`src/rtl/tpu_sequencer_if.sv`:
```
// rtl/tpu_sequencer_if.sv - datapath control bundle between the sequencer and the TPU loaders/MMU/store path
interface tpu_sequencer_if #(
    parameter int ADDR_W = 13
);
    logic              op_ready;
    logic [ADDR_W-1:0] base_address;
    logic              load_weight;
    logic              load_input;
    logic              valid;
    logic              store;

    // The sequencer drives strobes and the base address; the datapath answers with op_ready
    modport master (
        input  op_ready,
        output base_address,
        output load_weight,
        output load_input,
        output valid,
        output store
    );

    modport slave (
        output op_ready,
        input  base_address,
        input  load_weight,
        input  load_input,
        input  valid,
        input  store
    );
endinterface

```
`src/rtl/tpu_sequencer.sv`:
```
// rtl/tpu_sequencer.sv - programmable instruction sequencer driving the TPU datapath strobes
module tpu_sequencer #(
    parameter int OPCODE_W       = 3,
    parameter int ADDR_W         = 13,
    parameter int IMEM_DEPTH     = 16,
    parameter int PC_W           = 4,
    parameter int COMPUTE_CYCLES = 6
) (
    input  logic                       clk,
    input  logic                       reset,
    input  logic                       start,
    input  logic                       imem_we,
    input  logic [PC_W-1:0]            imem_waddr,
    input  logic [OPCODE_W+ADDR_W-1:0] imem_wdata,
    tpu_sequencer_if.master            dp,
    output logic                       busy,
    output logic                       done,
    output logic                       error,
    output logic [PC_W-1:0]            pc
);
    localparam int IW = OPCODE_W + ADDR_W;

    localparam logic [OPCODE_W-1:0] OP_HALT        = OPCODE_W'(0);
    localparam logic [OPCODE_W-1:0] OP_LOAD_ADDR   = OPCODE_W'(1);
    localparam logic [OPCODE_W-1:0] OP_LOAD_WEIGHT = OPCODE_W'(2);
    localparam logic [OPCODE_W-1:0] OP_LOAD_INPUT  = OPCODE_W'(3);
    localparam logic [OPCODE_W-1:0] OP_COMPUTE     = OPCODE_W'(4);
    localparam logic [OPCODE_W-1:0] OP_STORE       = OPCODE_W'(5);

    typedef enum logic [1:0] {
        S_IDLE,
        S_FETCH,
        S_EXEC,
        S_DONE
    } state_t;

    state_t              state;
    state_t              state_next;

    logic [IW-1:0]       imem [IMEM_DEPTH];
    logic [IW-1:0]       ir;
    logic [ADDR_W-1:0]   cnt;
    logic [ADDR_W-1:0]   base_q;

    logic [OPCODE_W-1:0] opcode;
    logic [ADDR_W-1:0]   imm;
    logic [ADDR_W-1:0]   compute_len;
    logic                last_pc;

    logic                start_acc;
    logic                retire;
    logic                cnt_inc;
    logic                load_base;
    logic                set_error;
    logic                lw;
    logic                li;
    logic                vld;
    logic                st;

    assign opcode      = ir[IW-1 -: OPCODE_W];
    assign imm         = ir[ADDR_W-1:0];
    // A zero immediate selects the default COMPUTE length
    assign compute_len = (imm != '0) ? imm : ADDR_W'(COMPUTE_CYCLES);
    // Reaching the last word ends the program instead of wrapping back to 0
    assign last_pc     = (pc == PC_W'(IMEM_DEPTH - 1));

    assign dp.base_address = base_q;
    assign dp.load_weight  = lw;
    assign dp.load_input   = li;
    assign dp.valid        = vld;
    assign dp.store        = st;

    // State register
    always_ff @(posedge clk) begin
        if (reset) begin
            state <= S_IDLE;
        end else begin
            state <= state_next;
        end
    end

    // Next-state decode, strobes and datapath control for the current instruction
    always_comb begin
        state_next = state;
        busy       = 1'b0;
        done       = 1'b0;
        lw         = 1'b0;
        li         = 1'b0;
        vld        = 1'b0;
        st         = 1'b0;
        start_acc  = 1'b0;
        retire     = 1'b0;
        cnt_inc    = 1'b0;
        load_base  = 1'b0;
        set_error  = 1'b0;
        case (state)
            S_IDLE: begin
                if (start) begin
                    start_acc  = 1'b1;
                    state_next = S_FETCH;
                end
            end
            S_FETCH: begin
                busy       = 1'b1;
                state_next = S_EXEC;
            end
            S_EXEC: begin
                busy = 1'b1;
                case (opcode)
                    OP_HALT: begin
                        state_next = S_DONE;
                    end
                    OP_LOAD_ADDR: begin
                        load_base = 1'b1;
                        retire    = 1'b1;
                    end
                    OP_LOAD_WEIGHT: begin
                        lw     = 1'b1;
                        retire = dp.op_ready;
                    end
                    OP_LOAD_INPUT: begin
                        li     = 1'b1;
                        retire = dp.op_ready;
                    end
                    OP_COMPUTE: begin
                        vld = 1'b1;
                        if (cnt == compute_len - ADDR_W'(1)) begin
                            retire = 1'b1;
                        end else begin
                            cnt_inc = 1'b1;
                        end
                    end
                    OP_STORE: begin
                        st     = 1'b1;
                        retire = dp.op_ready;
                    end
                    default: begin
                        set_error  = 1'b1;
                        state_next = S_DONE;
                    end
                endcase
                if (retire) begin
                    state_next = last_pc ? S_DONE : S_FETCH;
                end
            end
            S_DONE: begin
                done       = 1'b1;
                state_next = S_IDLE;
            end
            default: begin
                state_next = S_IDLE;
            end
        endcase
    end

    // Program counter, instruction register, COMPUTE counter, base address and error flag
    always_ff @(posedge clk) begin
        if (reset) begin
            pc     <= '0;
            ir     <= '0;
            cnt    <= '0;
            base_q <= '0;
            error  <= 1'b0;
        end else begin
            if (start_acc) begin
                pc    <= '0;
                error <= 1'b0;
            end
            if (state == S_FETCH) begin
                ir  <= imem[pc];
                cnt <= '0;
            end
            if (cnt_inc) begin
                cnt <= cnt + ADDR_W'(1);
            end
            if (load_base) begin
                base_q <= imm;
            end
            if (set_error) begin
                error <= 1'b1;
            end
            if (retire && !last_pc) begin
                pc <= pc + PC_W'(1);
            end
        end
    end

    // Instruction memory write port; kept out of reset so programs survive it
    always_ff @(posedge clk) begin
        if (imem_we && !busy) begin
            imem[imem_waddr] <= imem_wdata;
        end
    end
endmodule

```
`src/flat_wrapper.sv`:
```
// flat-port wrapper written by rule: the top's interface ports become plain ports
module tpu_sequencer_flat 
#(
    parameter int OPCODE_W       = 3,
    parameter int ADDR_W         = 13,
    parameter int IMEM_DEPTH     = 16,
    parameter int PC_W           = 4,
    parameter int COMPUTE_CYCLES = 6
)
  (clk, reset, start, imem_we, imem_waddr, imem_wdata, busy, done, error, pc, dp_op_ready, dp_base_address, dp_load_weight, dp_load_input, dp_valid, dp_store);
  tpu_sequencer_if #(.ADDR_W(ADDR_W)) dp_i ();
  input  logic clk;
  input  logic reset;
  input  logic start;
  input  logic imem_we;
  input  logic [PC_W-1:0] imem_waddr;
  input  logic [OPCODE_W+ADDR_W-1:0] imem_wdata;
  output logic busy;
  output logic done;
  output logic error;
  output logic [PC_W-1:0] pc;
  input wire logic [$bits(dp_i.op_ready)-1:0] dp_op_ready;
  output wire logic [$bits(dp_i.base_address)-1:0] dp_base_address;
  output wire logic [$bits(dp_i.load_weight)-1:0] dp_load_weight;
  output wire logic [$bits(dp_i.load_input)-1:0] dp_load_input;
  output wire logic [$bits(dp_i.valid)-1:0] dp_valid;
  output wire logic [$bits(dp_i.store)-1:0] dp_store;
  assign dp_i.op_ready = dp_op_ready;
  assign dp_base_address = dp_i.base_address;
  assign dp_load_weight = dp_i.load_weight;
  assign dp_load_input = dp_i.load_input;
  assign dp_valid = dp_i.valid;
  assign dp_store = dp_i.store;
  tpu_sequencer #(.OPCODE_W(OPCODE_W), .ADDR_W(ADDR_W), .IMEM_DEPTH(IMEM_DEPTH), .PC_W(PC_W), .COMPUTE_CYCLES(COMPUTE_CYCLES)) u_core (.clk(clk), .reset(reset), .start(start), .imem_we(imem_we), .imem_waddr(imem_waddr), .imem_wdata(imem_wdata), .dp(dp_i), .busy(busy), .done(done), .error(error), .pc(pc));
endmodule
```
`config.mk`:
```
export PLATFORM = sky130hd
export DESIGN_NAME = tpu_sequencer_flat
export DESIGN_NICKNAME = d
export VERILOG_FILES = /design/src/rtl/tpu_sequencer_if.sv /design/src/rtl/tpu_sequencer.sv /design/src/flat_wrapper.sv
export SDC_FILE = /design/constraint.sdc
export NUM_CORES = 1
export LEC_CHECK = 0
export CORE_MARGIN = 4
export CORE_UTILIZATION = 57
export DETAILED_ROUTE_END_ITERATION = 16
export DONT_BUFFER_PORTS = 1
export MAX_ROUTING_LAYER = met4
export PLACE_DENSITY_LB_ADDON = 0.08
export SLEW_MARGIN = 5
export SYNTH_ARGS = -nofsm -noshare
export SYNTH_HDL_FRONTEND = slang
export SYNTH_SLANG_ARGS = --single-unit
```
`constraint.sdc`:
```
create_clock -name clk -period 4.3 [get_ports clk]
set_clock_uncertainty 0.05 [all_clocks]
set_input_delay 0.43 -clock clk [delete_from_list [all_inputs] [get_ports clk]]
set_output_delay 0.43 -clock clk [all_outputs]
set_load 0.005 [all_outputs]
```
==> run_results.csv, run 1 <==
group,metric,value,unit
timing,hold_viol_final,0,
finish,n_fill_cell,1499,
floorplanning,coreArea,0.02176,mm^2
finish,multiInputGateArea,0.003716,mm^2
synthesis,ys_async_sr_fraction,0,%
synthesis,yosys_warnings,0,
synthesis,synth_edf_count,256,
placement,portBuffers,0,
run,cap_violations,0,
routing,wl,27.85,mm
timing,tightest_slew,937.6,ps
synthesis,synthTopCellsByCount,"256 x edfxtp_1, 80 x mux4_2, 49 x dfxtp_1, 49 x nor2_1, 45 x nand2_1",
synthesis,yosysTopAreaCellShare,61.29,%
floorplanning,num_rows,54,
worst_setup_path,crit_required,4740,ps
global_routing,gr-total-overflow,0,
clocking,clkLatencyLatePin,560,ps
worst_setup_path,crit_family,"simple AND/OR/NAND/NOR gates",
synthesis,yosysSeqAreaShare,69.11,%
routing,viasPerCell,6.306,
worst_setup_path,crit_slowest_cell,"or3_1",
synthesis,yosysMostFrequentCell,"edfxtp_1",
routing,drtAntennaViolNets,0,
worst_setup_path,arrival,4360,ps
finish,layout.nets,811,
timing,finalSetupViolCount,0,
worst_setup_path,cp_cell_sequence,"or3_1 > nor4_2 > nor2_1 > ha_1 > nor4b_1 > nand4_1 > mux2_1 > or4b_4 > nor4_4 > buf_4 > o31a_1 > a211oi_1 > a21oi_1",
synthesis,ys.flop_type,"edfxtp_1",
clocking,clk_path_buf_depth,3,
synthesis,syn_nets,768,
clocking,clk_pin_slew,60,ps
synthesis,avgSynthCellArea,17.07,um^2
finish,area_growth,12.80,%
placement,gp_congestion,0.8925,
worst_setup_path,cp-end-kind,"flop",
floorplanning,dieArea,0.02444,mm^2
routing,drt_first_pass_iters,5,
synthesis,ys_seq_elements,305,
synthesis,netlist_top_cells_area,"edfxtp_1 61%, mux4_2 14%, dfxtp_1 7.8%, mux2i_1 1.8%, nor2_1 1.5%",
finish,regArea,0.008673,mm^2
finish,drive_above_1_share,22.28,%
clocking,cts.repair.resized,0,
outcome,status,"completed",
routing,avgRoutedWirePerCell,25.78,um
timing,fmax,0.2551,GHz
clocking,cts_tree,"done",
timing,relSlewSlack,37.41,%
floorplanning,io_pins,49,
synthesis,synth_top_area_cell,"edfxtp_1",
floorplanning,start_util,57.65,%
global_routing,grt_pass1_vias,6879,
clocking,clkSinkCount,305,
timing,report.final.slew_viol_count,0,
timing,finalCriticalPeriod,3921,ps
timing,rsz0062_at_grt,"no",
timing,final.setup.tns,0,ps
power,p_leak,4.492,nW
placement,post-dp-hpwl,18.02,mm
power,peakVddDrop,0.4472,mV
clocking,cts_buffers,30,
power,cellPowerDensity,484.7,mW/mm^2
placement,dpl_cell_area,0.01306,mm^2
timing,min_period_over_period,91.18,%
clocking,htreeDepth,1,
synthesis,syn_area,0.01254,mm^2
worst_setup_path,cp_max_fo,11,
global_routing,grt_max_degree,38,
routing,route.vias.total,6811,
global_routing,grtUsageTotal,23.88,%
worst_setup_path,cpPeakStageDelay,540,ps
routing,drcViolationCount,0,
worst_setup_path,critPathBufInv,1,
synthesis,synth_cells,735,
global_routing,grt_pass1_wl,42.30,mm
worst_hold_path,hold_path_class,"in -> reg",
worst_setup_path,critical_path_class,"reg -> reg",
timing,whs,21.80,ps
routing,drt-initial-drc-count,493,
worst_setup_path,startpoint_type,"flop",
floorplanning,die_x,156.3,um
floorplanning,die_h,156.3,um
synthesis,yosys.cell_types.count,54,
global_routing,antenna_found_initial,1,
finish,stdcell_area,0.01415,mm^2
clocking,cts_root_buf,"clkbuf_16",
flip-flops by register name (all words and copies together), names as in the netlist:
name / count
u_core.imem: 256
u_core.ir: 16
u_core.cnt: 13
u_core.dp.base_address: 13
u_core.pc: 4
u_core.state: 2
u_core.error: 1
where the power goes:
part,leakage (nW),internal [mW],total (mW),switching (mW)
Combinational,1.36,0.451,1.08,0.628
Sequential,2.71,3.31,3.39,0.0805
Clock,0.428,1.35,2.38,1.04
Total,4.49,5.11,6.86,1.75
path summary, 6_finish.rpt:
kind                                    end                 startpoint  cells past startpoint  slack (ps)
setup / recovery              u_core.cnt[9]               u_core.ir[1]                     13         380
hold / removal                 u_core.error                      start                      3          20
setup reg to reg              u_core.cnt[9]               u_core.ir[1]                     13         380
hold reg to reg   u_core.dp.base_address[9]  u_core.dp.base_address[9]                      2         430
cell type report:
type / instances / share of cell area (%)
antenna: 1 / 0.01769
clock buffer: 43 / 5.651
clock inverter: 10 / 0.6544
inverter: 11 / 0.2918
multi-input combinational: 376 / 26.26
sequential: 305 / 61.30
tap: 280 / 2.476
timing repair buffer: 54 / 3.343
what timing repair did:
item | CTS | global route
buffers inserted | 0 | 0
hold buffers | 18 | 0
endpoints found under the hold margin | 291 | 0
per-stage QoR:
step                instances  worst slack (ps)  util, %  power, mW
global route             1080             165.5    65.03      7.132
finish                   1080             379.4    65.03      6.858
detailed placement       1008             448.0    60.05      4.486
floorplan                 735             344.4        -      4.196
CTS                      1079             427.2    65.02      6.914
global placement         1008             468.9    60.05      4.483
cells by family (layout without fill, tap and decap cells):
kind of cell | count (synthesis) | after routing | share of synthesized area (%)
muxes | 104 | 104 | 16.30
other | 0 | 1 | 0
AOI/OAI and AO/OA | 67 | 67 | 3.501
adders and majority gates | 8 | 8 | 0.7980
xor gates and xnor gates | 16 | 16 | 1.117
buffers and inverters | 54 | 118 | 1.666
and+or+nand+nor | 181 | 181 | 7.511
DFF | 305 | 305 | 69.11
worst register-to-register path: cells and delay by family (launching register included):
kind                     cells  cell delay (ps)
multiplexers                 1              320
AND/OR/NAND/NOR              7             2080
adder cells (fa/ha/maj)      1              250
AO/OA/AOI/OAI                3              610
flip-flops                   1              360
buffers and inverters        1              200
layout by cell type, fill, tap and decap left out, types with 17 or more instances in the layout:
master / n
edfxtp_1: 256
mux4_2: 80
dfxtp_1: 47
nand2_1: 45
nor2_1: 37
buf_4: 35
clkbuf_16: 30
a21oi_1: 25
mux2i_1: 22
dlygate4sd3_1: 17
layer usage:
layer,wire length [um],GRT usage (%)
met4,1051,8.264
met5,0,-
met3,1591,3.816
met2,14360,39.68
met1,10840,30.34
Power figures use the tool's default switching activity.
==> run 2: changes to the inputs <==
--- a/config.mk
+++ b/config.mk
@@ -5,6 +5,7 @@
 export SDC_FILE = /design/constraint.sdc
 export NUM_CORES = 1
 export LEC_CHECK = 0
+export CAP_MARGIN = 10
 export CORE_MARGIN = 4
 export CORE_UTILIZATION = 57
 export DETAILED_ROUTE_END_ITERATION = 16
==> results of run 2 <==
Same layout as run 1: the final DEF is identical, and so are final timing and power.
==> run 3: changes to the inputs <==
--- a/config.mk
+++ b/config.mk
@@ -7,7 +7,7 @@
 export LEC_CHECK = 0
 export CAP_MARGIN = 10
 export CORE_MARGIN = 4
-export CORE_UTILIZATION = 57
+export CORE_UTILIZATION = 68
 export DETAILED_ROUTE_END_ITERATION = 16
 export DONT_BUFFER_PORTS = 1
 export MAX_ROUTING_LAYER = met4
==> constraint.sdc (replaced) <==
create_clock -name clk -period 5.03 [get_ports clk]
set_clock_uncertainty 0.05 [all_clocks]
set_input_delay 0.503 -clock clk [delete_from_list [all_inputs] [get_ports clk]]
set_output_delay 0.503 -clock clk [all_outputs]
set_load 0.005 [all_outputs]
==> run 3 against run 2 <==
- fmax fell by 12%
- design area fell by 0.66%
- hold slack improved by 53 ps
- non-clock buffer count fell by 11
- critical endpoint unchanged
- largest cell class unchanged
- largest power group unchanged
==> run_results.csv, run 3 (synthesis results as in run 1) <==
group,metric,value,unit
power,clkPwrFrac,37.1,%
clocking,cts_buffers,30,
worst_setup_path,crit_required,5410,ps
global_routing,antenna_found_initial,2,
finish,final_cell_mix,"256 x edfxtp_1, 80 x mux4_2, 47 x dfxtp_1, 45 x nor2_1, 45 x nand2_1",
worst_setup_path,cp_max_fo,9,
worst_setup_path,critPathBufInv,1,
clocking,cts_root_buf,"clkbuf_16",
worst_setup_path,cp-end-kind,"flop",
outcome,status,"completed",
placement,gp_congestion,0.9174,
floorplanning,coreArea,0.01802,mm^2
power,peakVddDrop,0.3771,mV
clocking,clk_pin_slew,70,ps
worst_setup_path,reg2reg_depth,13,
timing,relSlewSlack,18.74,%
routing,drt_first_pass_iters,5,
clocking,clkSinkCount,305,
routing,wl,31.38,mm
placement,portBuffers,0,
power,power_frac_seq,49.0,%
worst_setup_path,crit_slowest_cell,"or4_1",
worst_hold_path,hold_depth,2,
timing,finalCriticalPeriod,4460,ps
timing,min_period_over_period,88.67,%
timing,finalSetupViolCount,0,
routing,route.vias.total,7168,
worst_hold_path,hold_path_class,"in -> reg",
floorplanning,die_x,143.8,um
floorplanning,dieArea,0.02068,mm^2
worst_setup_path,path_depth,13,
worst_setup_path,startpoint_type,"flop",
routing,avgRoutedWirePerCell,30.70,um
finish,area_growth,12.05,%
worst_setup_path,cpPeakStageDelay,650,ps
timing,whs,75.11,ps
worst_setup_path,cp_cell_sequence,"or4_1 > nor4_2 > nor2_1 > ha_1 > nor4b_1 > nand4_1 > mux2_1 > or4b_4 > nor4_4 > nor4_2 > buf_4 > a211oi_1 > a21oi_1",
worst_setup_path,critical_path_class,"reg -> reg",
global_routing,gr-total-overflow,0,
clocking,clkLatencyLatePin,580,ps
timing,final.setup.tns,0,ps
worst_setup_path,crit_family,"simple AND/OR/NAND/NOR gates",
clocking,clk_path_buf_depth,3,
power,cellPowerDensity,429.7,mW/mm^2
timing,tightest_slew,1214,ps
power,power.switching,1.595,mW
finish,largest_reg_flops,256,
worst_setup_path,crit_path_frequent_cell,"nor4_2",
run,cap_violations,0,
power,p_leak,4.484,nW
clocking,cts_tree,"done",
power,p_sw_share,26.42,%
global_routing,grtUsageTotal,32.44,%
clocking,htreeDepth,1,
finish,drive_above_1_share,21.49,%
routing,drt-initial-drc-count,822,
finish,largestRegisters,"u_core.imem (256), u_core.ir (16)",
floorplanning,start_util,69.59,%
finish,layout.nets,800,
routing,drcViolationCount,0,
timing,report.final.slew_viol_count,0,
clocking,post_cts_buffers,0,
finish,top_register,"u_core.imem",
timing,rsz0062_at_grt,"no",
power,intPower,4.444,mW
placement,post-dp-hpwl,17.09,mm
routing,drtAntennaViolNets,0,
floorplanning,num_rows,49,
floorplanning,io_pins,49,
global_routing,grt_max_degree,53,
worst_setup_path,arrival,4840,ps
timing,fmax,0.2242,GHz
global_routing,grt_pass1_wl,46.63,mm
global_routing,grt_pass1_vias,7416,
floorplanning,die_h,143.8,um
routing,viasPerCell,7.014,
finish,final_common_cell,"edfxtp_1",
timing,hold_viol_final,0,
power,combPwrFrac,13.9,%
==> run 3: changes by cell type in the layout (fill, tap and decap cells not counted), sizes merged <==
cell and delta:
clkinv +8, clkinvlp +1, bufinv +2, inv +2, buf -11, clkbuf -10
diode +1
==> run 3: timing repair <==
| action | CTS | global route |
|---|---|---|
| hold buffers | 18 | 0 |
| hold endpoints to repair | 290 | 0 |
| gates resized for setup | 0 | 0 |
==> run 3: power groups by stage <==
stage | Combinational [mW] | Clock [mW] | Sequential (mW)
floorplan | 0.668 | 0 | 2.92
global placement | 0.777 | 0 | 2.99
detailed placement | 0.775 | 0 | 3.01
CTS | 0.829 | 2.24 | 2.95
global route | 0.903 | 2.39 | 2.97
finish | 0.841 | 2.24 | 2.96
==> run 3: path summary, 6_finish.rpt <==
| kind | start | to | slack, ps |
|---|---|---|---|
| max | u_core.ir[6] | u_core.cnt[9] | 570 |
| min | reset | u_core.state[0] | 80 |
| max reg2reg | u_core.ir[6] | u_core.cnt[9] | 570 |
| min reg2reg | u_core.dp.base_address[6] | u_core.dp.base_address[6] | 430 |
==> run 3: layout make-up <==
class,count,area (um^2)
sequential,305,8673
tap,229,286.5
antenna,2,5.005
fill,912,3970
timing repair buffer,43,377.9
inverter,11,41.29
clock buffer,33,762.0
multi-input combinational,376,3696
clock inverter,23,212.7
==> run 3: per-stage QoR <==
stage          util, %  setup WS (ps)  instance area [um^2]  total power [mW]  instances
5_1_grt          77.97          376.0                 14050             6.255       1022
6_report         77.97          569.9                 14050             6.039       1022
2_1_floorplan        -           1074                 12540             3.587        735
3_3_place_gp     71.44          798.2                 12880             3.772        945
3_5_place_dp     71.44          682.9                 12880             3.781        945
4_1_cts          77.91          622.4                 14040             6.020       1019
==> run 3: per-layer routing <==
metal	vias to the layer above	wire length [um]	track usage, %	share of wire [%]
met2	517	16170	53.75	52
li1	2991	-	-	-
met1	3565	10730	39.50	34
met4	0	1034	10.65	3.3
met3	95	3442	8.519	11
met5	-	0	-	0
==> edit, RTL diff (settings of run 2) <==
Encoding of `state_t`: now Gray code (2 bits for 4 states).
--- a/src/rtl/tpu_sequencer.sv
+++ b/src/rtl/tpu_sequencer.sv
@@ -30,6 +30,6 @@
     typedef enum logic [1:0] {
-        S_IDLE,
-        S_FETCH,
-        S_EXEC,
-        S_DONE
+        S_IDLE  = 2'b00,
+        S_FETCH = 2'b01,
+        S_EXEC  = 2'b11,
+        S_DONE  = 2'b10
     } state_t;
Check against the original RTL: no difference found for any inputs over 4 cycles, from zero or initial values and one cycle with reset high; so few cycles prove little.
==> edit against run 2 <==
- wire length down 5.3%
- setup slack better by 0.12 ns
- synthesized area down 1.8%
- design area down 1.5%
- critical path depth up 1
- synthesized cell count down 3.4%
- sequential cell count unchanged
Power is not compared: it rests on default switching activity, and its combinational part moved more than twofold at a synthesized area within 25%.
==> edit: results (changes against run 2) <==
metric,value,unit,change
vias in the first global route,6441,,was 6879
post-cts sizing count,0,,unchanged
synth cell count leaders,"edfxtp_1 (256), mux4_2 (80), nand2_1 (57)",,"was edfxtp_1 (256), mux4_2 (80), dfxtp_1 (49), nor2_1 (49), nand2_1 (45)"
TritonCTS buffer count,30,,unchanged
status,"complete, no violations",,unchanged
pin count of the biggest net entering global routing,43,,was 38
Placed Area,0.0128,mm²,was 0.0131 mm²
share of layout cells above drive strength 1,0.233,,was 0.223
nets,770,,was 811
htree depth,1,,unchanged
hold path start,reset,,was start
DP Worst Slack,0.512,ns,was 0.448 ns
Setup CP Type,reg -> reg,,unchanged
CP max stage delay,0.54,ns,about the same
cell leakage power,4.40,nW,
ys async rst share,0,,unchanged
port buffer count,0,,unchanged
DR pass1 iterations,5,,unchanged
top post-synthesis cells by area,"edfxtp_1 (62%), mux4_2 (15%), dfxtp_1 (8.0%), nand2_1 (1.7%), nor2_1 (1.5%)",,"was edfxtp_1 (61%), mux4_2 (14%), dfxtp_1 (7.8%), mux2i_1 (1.8%), nor2_1 (1.5%)"
drt wl/cell,25.4,µm,was 25.8 µm
Worst Path Arrival,4.18,ns,was 4.36 ns
CTS Buffer Depth,3,,unchanged
max_slew headroom,0.436,,was 0.374
sequential fraction of the synthesis area,0.704,,was 0.691
"CP delay by family, top",simple AND/OR/NAND/NOR gates,,unchanged
initial antenna violation count,1,,unchanged
first-pass GRT wire length,39900,µm,was 42300 µm
Ys Warns,0,,unchanged
reg2reg start,u_core.ir[7],,was u_core.ir[1]
Peak VDD IR,0.000431,V,
clock-pin slew on the worst setup and hold paths,0.06,ns,about the same
critical path's slowest cell,or4_4,,was or3_1
Hold Path Class,in -> reg,,unchanged
Post-synth EDFFs,256,,unchanged
unique cell type count in the Yosys netlist,50,,was 54
worst-path maximum fanout,12,,was 11
Top reg by flops,u_core.imem,,unchanged
DR vias/cell,6.20,,was 6.31
DRT iter0 DRCs,540,,was 493
post-synth net total,738,,was 768
Final HPWL DP,15700,µm,was 18000 µm
Routability Congestion,0.885,,was 0.893
top flop regs,"u_core.imem (256), u_core.ir (16)",,unchanged
Worst-Skew Late Latency,0.55,ns,
Root Driver,clkbuf_16,,unchanged
GRT Total Usage,0.229,,was 0.239
edit: cell types whose count changed in the layout (fill, tap and decap cells not counted), sizes merged, moves of 5 or more:
cell and change:
buf -10, clkbuf -9, ha -5, inv -8, mux2i -7, nand2 +12, xor2 +5
edit: worst register-to-register path: stages, from the launching register on:
cell	delay, ns
dfxtp_1	0.38
or3_1	0.47
nor4b_1	0.33
buf_4	0.18
nor2_1	0.04
ha_1	0.28
xnor2_1	0.15
nor2_1	0.12
nand2_1	0.07
o211ai_1	0.09
nand4_1	0.13
or4_4	0.54
o21a_1	0.31
o211a_1	0.25
or3_1	0.31
edit: layout make-up:
| cell class | count | area, µm² |
|---|---|---|
| Antenna cell | 1 | 2.50 |
| Sequential cell | 305 | 8670 |
| Timing Repair Buffer | 43 | 388 |
| Multi-Input combinational cell | 359 | 3520 |
| Clock buffer | 34 | 766 |
| Fill cell | 1462 | 7220 |
| Inverter | 3 | 11.3 |
| Clock inverter | 20 | 230 |
| Tap cell | 275 | 344 |
edit: power breakdown:
group | leakage (nW) | internal [mW] | switching [mW]
registers | 2.71 | 3.24 | 0.0324
logic | 1.22 | 0.105 | 0.166
clock network | 0.479 | 1.57 | 1.04
edit: routing by layer:
metal,global-route usage,vias up,part of all wire
met4,0.0395,0,0.016
met5,-,-,0
met3,0.0373,33,0.054
met1,0.308,3368,0.41
li1,-,2876,-
met2,0.383,168,0.52
edit: worst paths after layout:
| check | end | slack, ns | cells after the start |
|---|---|---|---|
| worst max register to register | u_core.pc[3] | 0.50 | 14 |
| worst max-delay path | u_core.pc[3] | 0.50 | 14 |
| worst min register to register | u_core.dp.base_address[12] | 0.48 | 2 |
| worst min-delay path | u_core.cnt[4] | 0.05 | 3 |
edit: kinds of logic (layout without fill, tap and decap cells):
family | Yosys count | count (layout) | share of synthesized area
other | 0 | 1 | 0
and+or+nand+nor | 183 | 183 | 0.0735
muxes | 99 | 99 | 0.162
DFF | 305 | 305 | 0.704
AOI/OAI and AO/OA | 53 | 53 | 0.0275
adders and majority gates | 3 | 3 | 0.00305
xor gates and xnor gates | 21 | 21 | 0.0149
buffers and inverters | 46 | 100 | 0.0148
edit: repair_timing:
item | in CTS | in global routing
buffers inserted | 0 | 0
endpoints found under the hold margin | 296 | 0
hold buffers | 17 | 0
endpoints found under the setup margin | 0 | 0
edit: per-stage QoR:
stage | util | hold WS, ns | instances
floorplan | - | 0.413 | 710
detailed placement | 0.603 | 0.461 | 968
global route | 0.659 | 0.0401 | 1040
finish | 0.659 | 0.0489 | 1040
CTS | 0.659 | 0.0200 | 1039
global placement | 0.603 | 0.455 | 968
